File: src/rtl/serial_adder_pkg.sv
// serial_adder_pkg: shared types and constants for the bit-serial adder.
//   state_t       : FSM encoding (IDLE, SHIFT, DONE)
//   DEFAULT_WIDTH : default operand/sum width
package serial_adder_pkg;

  typedef enum logic [1:0] {
    IDLE  = 2'd0,
    SHIFT = 2'd1,
    DONE  = 2'd2
  } state_t;

  localparam int DEFAULT_WIDTH = 8;

endpackage

File: src/rtl/serial_adder_if.sv
// serial_adder_if: operand and result handshakes of the bit-serial adder.
//   in_valid/in_ready/a/b/cin   : operand channel (master drives valid/data)
//   out_valid/out_ready/sum/cout: result channel (slave drives valid/data)
//   ovf                          : signed overflow, only with SERIAL_ADDER_OVF_EN
// Modports: master = operand producer / result consumer, slave = the adder.
interface serial_adder_if
  import serial_adder_pkg::*;
#(
  parameter int WIDTH = DEFAULT_WIDTH
);

  logic             in_valid;
  logic             in_ready;
  logic [WIDTH-1:0] a;
  logic [WIDTH-1:0] b;
  logic             cin;
  logic             out_valid;
  logic             out_ready;
  logic [WIDTH-1:0] sum;
  logic             cout;
`ifdef SERIAL_ADDER_OVF_EN
  logic             ovf;

  modport master (
    output in_valid, a, b, cin, out_ready,
    input  in_ready, out_valid, sum, cout, ovf
  );

  modport slave (
    input  in_valid, a, b, cin, out_ready,
    output in_ready, out_valid, sum, cout, ovf
  );
`else
  modport master (
    output in_valid, a, b, cin, out_ready,
    input  in_ready, out_valid, sum, cout
  );

  modport slave (
    input  in_valid, a, b, cin, out_ready,
    output in_ready, out_valid, sum, cout
  );
`endif

endinterface

File: src/rtl/serial_adder_fa_bit.sv
// fa_bit: purely combinational one-bit full adder.
//   a, b, cin : addend bits and carry-in
//   sum       : a ^ b ^ cin
//   carry     : majority(a, b, cin)
module fa_bit (
  input  logic a,
  input  logic b,
  input  logic cin,
  output logic sum,
  output logic carry
);

  assign sum   = a ^ b ^ cin;
  assign carry = (a & b) | (a & cin) | (b & cin);

endmodule

File: src/rtl/serial_adder.sv
// serial_adder: bit-serial WIDTH-bit adder built around one full-adder cell.
// Operands are accepted in IDLE, added LSB-first over WIDTH SHIFT cycles
// with a registered carry, and presented in DONE until the consumer takes them.
//   clk, rst_n : clock (rising edge) and asynchronous active-low reset
//   bus        : serial_adder_if.slave (operand and result handshakes)
// Optional feature macro: SERIAL_ADDER_OVF_EN adds the signed overflow flag ovf.
module serial_adder
  import serial_adder_pkg::*;
#(
  parameter int WIDTH = DEFAULT_WIDTH
) (
  input  logic          clk,
  input  logic          rst_n,
  serial_adder_if.slave bus
);

  localparam int CW = (WIDTH > 1) ? $clog2(WIDTH) : 1;
  localparam logic [CW-1:0] LAST_BIT = CW'(WIDTH - 1);

  state_t           state_reg;
  logic [WIDTH-1:0] sa_reg;
  logic [WIDTH-1:0] sb_reg;
  logic [WIDTH-1:0] acc_reg;   // partial sum, filled from the MSB side
  logic [WIDTH-1:0] sum_reg;   // published result, only updated on completion
  logic             carry_reg;
  logic             cout_reg;
  logic [CW-1:0]    cnt_reg;
`ifdef SERIAL_ADDER_OVF_EN
  logic             ovf_reg;
`endif

  logic fa_sum;
  logic fa_carry;

  fa_bit u_fa (
    .a     (sa_reg[0]),
    .b     (sb_reg[0]),
    .cin   (carry_reg),
    .sum   (fa_sum),
    .carry (fa_carry)
  );

  always_ff @(posedge clk or negedge rst_n) begin
    if (!rst_n) begin
      state_reg <= IDLE;
      sa_reg    <= '0;
      sb_reg    <= '0;
      acc_reg   <= '0;
      sum_reg   <= '0;
      carry_reg <= 1'b0;
      cout_reg  <= 1'b0;
      cnt_reg   <= '0;
`ifdef SERIAL_ADDER_OVF_EN
      ovf_reg   <= 1'b0;
`endif
    end else begin
      case (state_reg)
        IDLE: begin
          if (bus.in_valid) begin
            sa_reg    <= bus.a;
            sb_reg    <= bus.b;
            carry_reg <= bus.cin;
            cnt_reg   <= '0;
            state_reg <= SHIFT;
          end
        end

        SHIFT: begin
          sa_reg    <= sa_reg >> 1;
          sb_reg    <= sb_reg >> 1;
          carry_reg <= fa_carry;
          acc_reg   <= {fa_sum, acc_reg[WIDTH-1:1]};
          if (cnt_reg == LAST_BIT) begin
            // Last bit: publish the full word; counter parks at WIDTH-1.
            sum_reg   <= {fa_sum, acc_reg[WIDTH-1:1]};
            cout_reg  <= fa_carry;
`ifdef SERIAL_ADDER_OVF_EN
            // carry_reg is the carry into the MSB at this point.
            ovf_reg   <= carry_reg ^ fa_carry;
`endif
            state_reg <= DONE;
          end else begin
            cnt_reg <= cnt_reg + CW'(1);
          end
        end

        DONE: begin
          if (bus.out_ready) begin
            state_reg <= IDLE;
          end
        end

        default: state_reg <= IDLE;
      endcase
    end
  end

  // Handshake flags are decoded from state only; no input-to-output paths.
  assign bus.in_ready  = (state_reg == IDLE);
  assign bus.out_valid = (state_reg == DONE);
  assign bus.sum       = sum_reg;
  assign bus.cout      = cout_reg;
`ifdef SERIAL_ADDER_OVF_EN
  assign bus.ovf       = ovf_reg;
`endif

endmodule

File: src/flat_wrapper.sv
// flat-port wrapper written by rule: the top's interface ports become plain ports
module serial_adder_flat import serial_adder_pkg::*;
#(
  parameter int WIDTH = DEFAULT_WIDTH
)
  (clk, rst_n, bus_in_valid, bus_a, bus_b, bus_cin, bus_out_ready, bus_in_ready, bus_out_valid, bus_sum, bus_cout);
  serial_adder_if #(.WIDTH(WIDTH)) bus_i ();
  input  logic clk;
  input  logic rst_n;
  input wire logic [$bits(bus_i.in_valid)-1:0] bus_in_valid;
  input wire logic [$bits(bus_i.a)-1:0] bus_a;
  input wire logic [$bits(bus_i.b)-1:0] bus_b;
  input wire logic [$bits(bus_i.cin)-1:0] bus_cin;
  input wire logic [$bits(bus_i.out_ready)-1:0] bus_out_ready;
  output wire logic [$bits(bus_i.in_ready)-1:0] bus_in_ready;
  output wire logic [$bits(bus_i.out_valid)-1:0] bus_out_valid;
  output wire logic [$bits(bus_i.sum)-1:0] bus_sum;
  output wire logic [$bits(bus_i.cout)-1:0] bus_cout;
  assign bus_i.in_valid = bus_in_valid;
  assign bus_i.a = bus_a;
  assign bus_i.b = bus_b;
  assign bus_i.cin = bus_cin;
  assign bus_i.out_ready = bus_out_ready;
  assign bus_in_ready = bus_i.in_ready;
  assign bus_out_valid = bus_i.out_valid;
  assign bus_sum = bus_i.sum;
  assign bus_cout = bus_i.cout;
  serial_adder #(.WIDTH(WIDTH)) u_core (.clk(clk), .rst_n(rst_n), .bus(bus_i));
endmodule
File: config.mk
export PLATFORM = sky130hd
export DESIGN_NAME = serial_adder_flat
export DESIGN_NICKNAME = d
export VERILOG_FILES = /design/src/rtl/serial_adder_pkg.sv /design/src/rtl/serial_adder_if.sv /design/src/rtl/serial_adder_fa_bit.sv /design/src/rtl/serial_adder.sv /design/src/flat_wrapper.sv
export SDC_FILE = /design/constraint.sdc
export NUM_CORES = 1
export LEC_CHECK = 0
export BUFFER_PORTS_ARGS = -buffer_cell sky130_fd_sc_hd__buf_2
export CORE_MARGIN = 5
export CORE_UTILIZATION = 49
export DETAILED_ROUTE_END_ITERATION = 8
export GPL_ROUTABILITY_DRIVEN = 0
export PLACE_DENSITY_LB_ADDON = 0.15
export SYNTH_ARGS = -nofsm -noshare
export SYNTH_HDL_FRONTEND = slang
export SYNTH_HIERARCHICAL = 1
export SYNTH_SLANG_ARGS = --single-unit
File: constraint.sdc
create_clock -name clk -period 1.6 [get_ports clk]
set_input_delay 0.16 -clock clk [delete_from_list [all_inputs] [get_ports clk]]
set_output_delay 0.16 -clock clk [all_outputs]
set_load 0.01 [all_outputs]
==> impl_metrics.csv <==
group,metric,value,unit
outcome,status,"complete, no violations",
global_routing,antenna_found_initial,0,
setup_path,cp.arrival,1.74,ns
clock_tree,cts_max_level,2,
global_routing,grt_max_degree,23,
finish,n_antenna_cell,0,
setup_path,critPathLaunchType,"register",
setup_path,cp_max_fo,11,
yosys,yosysWarnings,6,
finish,multi_input_area,687,um^2
finish,syn_to_final_growth,19.3,%
placement,port_buffers,31,
floorplan,dieArea,4720,um^2
timing,finalHoldViolations,0,
routing,detail-route-antenna-nets,0,
yosys,synthCells,133,
yosys,syn_area,1690,um^2
yosys,synth_flop_cell,"dfrtp_1",
clock_tree,cts_buffer_depth,2,
clock_tree,clock_latency,0.34,ns
setup_path,crit_path_end,"u_core/sb_reg[6]",
timing,worstMarginPinSlew,0.435,ns
yosys,avgSynthCellArea,12.7,um^2
pwr,powerDensity,1930,nW/um^2
timing,post-route-period-util,0.940,
finish,seq_area,951,um^2
setup_path,worst_r2r_endpoint,"u_core/sb_reg[6]",
global_routing,grt_pass1_vias,1216,
global_routing,grt_overflow,0,
yosys,syn_nets,157,
run,maxCapViolations,0,
routing,drtIter0Drc,84,
routing,vias,1171,
routing,drc,0,
pwr,leakage,0.000942,uW
floorplan,num_io_pins,32,
finish,fill_cells,306,
pwr,irDropWorstVdd,994,uV
timing,slew_viol_final,0,
setup_path,r2r_slack,0.1,ns
clock_tree,cts_made_buffers,5,
finish,drive_gt1_frac,0.390,
yosys,synth_seq_cells,38,
yosys,synth_cell_type_count,28,
clock_tree,root_buffer,"clkbuf_4",
yosys,ys_async_sr_fraction,1.00,
finish,fin_nets,195,
timing,slew-limit-headroom,0.710,
timing,finalWorstSetupSlack,0.0953,ns
setup_path,crit_type,"register to register",
floorplan,num_rows,21,
setup_path,critPathCaptureType,"register",
placement,place_ws,0.138,ns
setup_path,crit_path_start,"u_core/state_reg[0]",
floorplan,coreArea,3340,um^2
routing,via_per_inst,5.37,
setup_path,critPathRequiredTime,1.84,ns
floorplan,initial_core_util,0.506,
yosys,synth-edff-count,0,
timing,setup_viol,0,
global_routing,grt_pass1_wl,5790,um
setup_path,reg2reg_depth,3,
min_path,hold_class,"primary input to register",
clock_tree,cts.sinks,38,
timing,post-route-min-period,1.50,ns
global_routing,track_usage,0.171,
routing,drtPass1Iterations,4,
floorplan,die_w,68.7,um
timing,rsz0062_at_grt,"no",
timing,clock_skew,0.00485,ns
clock_tree,path_clk_slew,0.11,ns
timing,finalSetupTns,0,ns
timing,max_freq,665,MHz
routing,wirelength,3410,um
setup_path,worstReg2RegStart,"u_core/state_reg[0]",
placement,place_hpwl,2510,um
yosys,yosysSeqAreaShare,0.563,
floorplan,die_y,68.7,um
clock_tree,cts_tree,"yes",
routing,route.detailed.wl_per_inst,15.7,um
## critical path, stage by stage, from the launching register on
cell,delay [ns]
dfrtp_1,0.53
nand2b_1,0.43
o21ai_0,0.17
a221o_1,0.27
## repair_timing
action                     CTS  global route
setup endpoints to repair    1             0
setup buffers                1             0
hold buffers                 1             0
resized for setup            1             0
hold endpoints to repair    16             0
## worst min-delay path by stage
stage,startpoint,depth (start not counted),end,slack (ns)
floorplan,rst_n,0,u_core/acc_reg[1],-0.14
global placement,rst_n,1,u_core/sa_reg[4],0.12
detailed placement,rst_n,1,u_core/sa_reg[4],0.12
CTS,bus_out_ready,2,u_core/state_reg[1],0.005
global route,bus_out_ready,2,u_core/state_reg[1],0.01
finish,bus_out_ready,2,u_core/state_reg[1],0.02
## through the flow
step	instances	util	cell area, um^2	total power (uW)	hold slack (ns)
finish	218	0.604	2010	3900	0.0237
global route	218	0.604	2010	4200	0.0108
CTS	218	0.604	2010	3950	0.00524
detailed placement	208	0.574	1920	3270	0.119
global placement	208	0.574	1920	3190	0.118
floorplan	133	-	1690	2810	-0.136
## final cells by class
type                            instances  area share
Inverter                                2     0.00559
Tap cell                               46      0.0286
Timing Repair Buffer                   39       0.114
Clock buffer                            5      0.0186
Multi-Input combinational cell         85       0.341
Sequential cell                        38       0.472
Clock inverter                          3      0.0199
## Yosys cell counts (all sizes together), types with 2 or more instances
cell type	instances	share of area
nand3	4	0.012
nand2b	3	0.011
o22a	18	0.093
mux2	16	0.11
and2b	2	0.0089
nand2	8	0.022
inv	2	0.0044
o21ai	4	0.012
clkbuf	3	0.0067
o2bb2ai	3	0.016
nand3b	5	0.022
a22oi	6	0.027
dfrtp	38	0.56
a21oi	2	0.0059
buf	5	0.019
nor2	4	0.010
ha	2	0.015
## logic make-up (layout without fill, tap and decap cells)
kind of cell | after synthesis | after routing | share of synthesized area
adders and majority gates | 3 | 3 | 0.0267
DFF | 38 | 38 | 0.563
and+or+nand+nor | 30 | 30 | 0.101
AOI/OAI and AO/OA | 36 | 36 | 0.172
muxes | 16 | 16 | 0.107
buffers and inverters | 10 | 49 | 0.0304
## power breakdown
| group | internal (uW) | switching (uW) | total (uW) |
|---|---|---|---|
| Sequential | 1410 | 307 | 1720 |
| Clock | 324 | 311 | 635 |
| Combinational | 846 | 694 | 1540 |
| Total | 2580 | 1310 | 3900 |
## cells in the final DEF, fill, tap and decap left out, types with 4 or more instances in the layout
cell       n
a22oi_1    6
buf_2     31
buf_4      6
clkbuf_4   5
dfrtp_1   38
mux2_2    16
nand2_1    7
nand3_1    4
nand3b_1   5
o21ai_0    4
o22a_1    18
## layer usage
| metal | global-route usage | wire [um] | share of wire | up-vias |
|---|---|---|---|---|
| met3 | 0.0697 | 235 | 0.069 | 6 |
| met1 | 0.218 | 1490 | 0.44 | 567 |
| li1 | - | - | - | 573 |
| met4 | 0.0511 | 44 | 0.013 | 0 |
| met2 | 0.267 | 1640 | 0.48 | 25 |
| met5 | 0 | 0 | 0 | - |
Power figures use the tool's default switching activity.
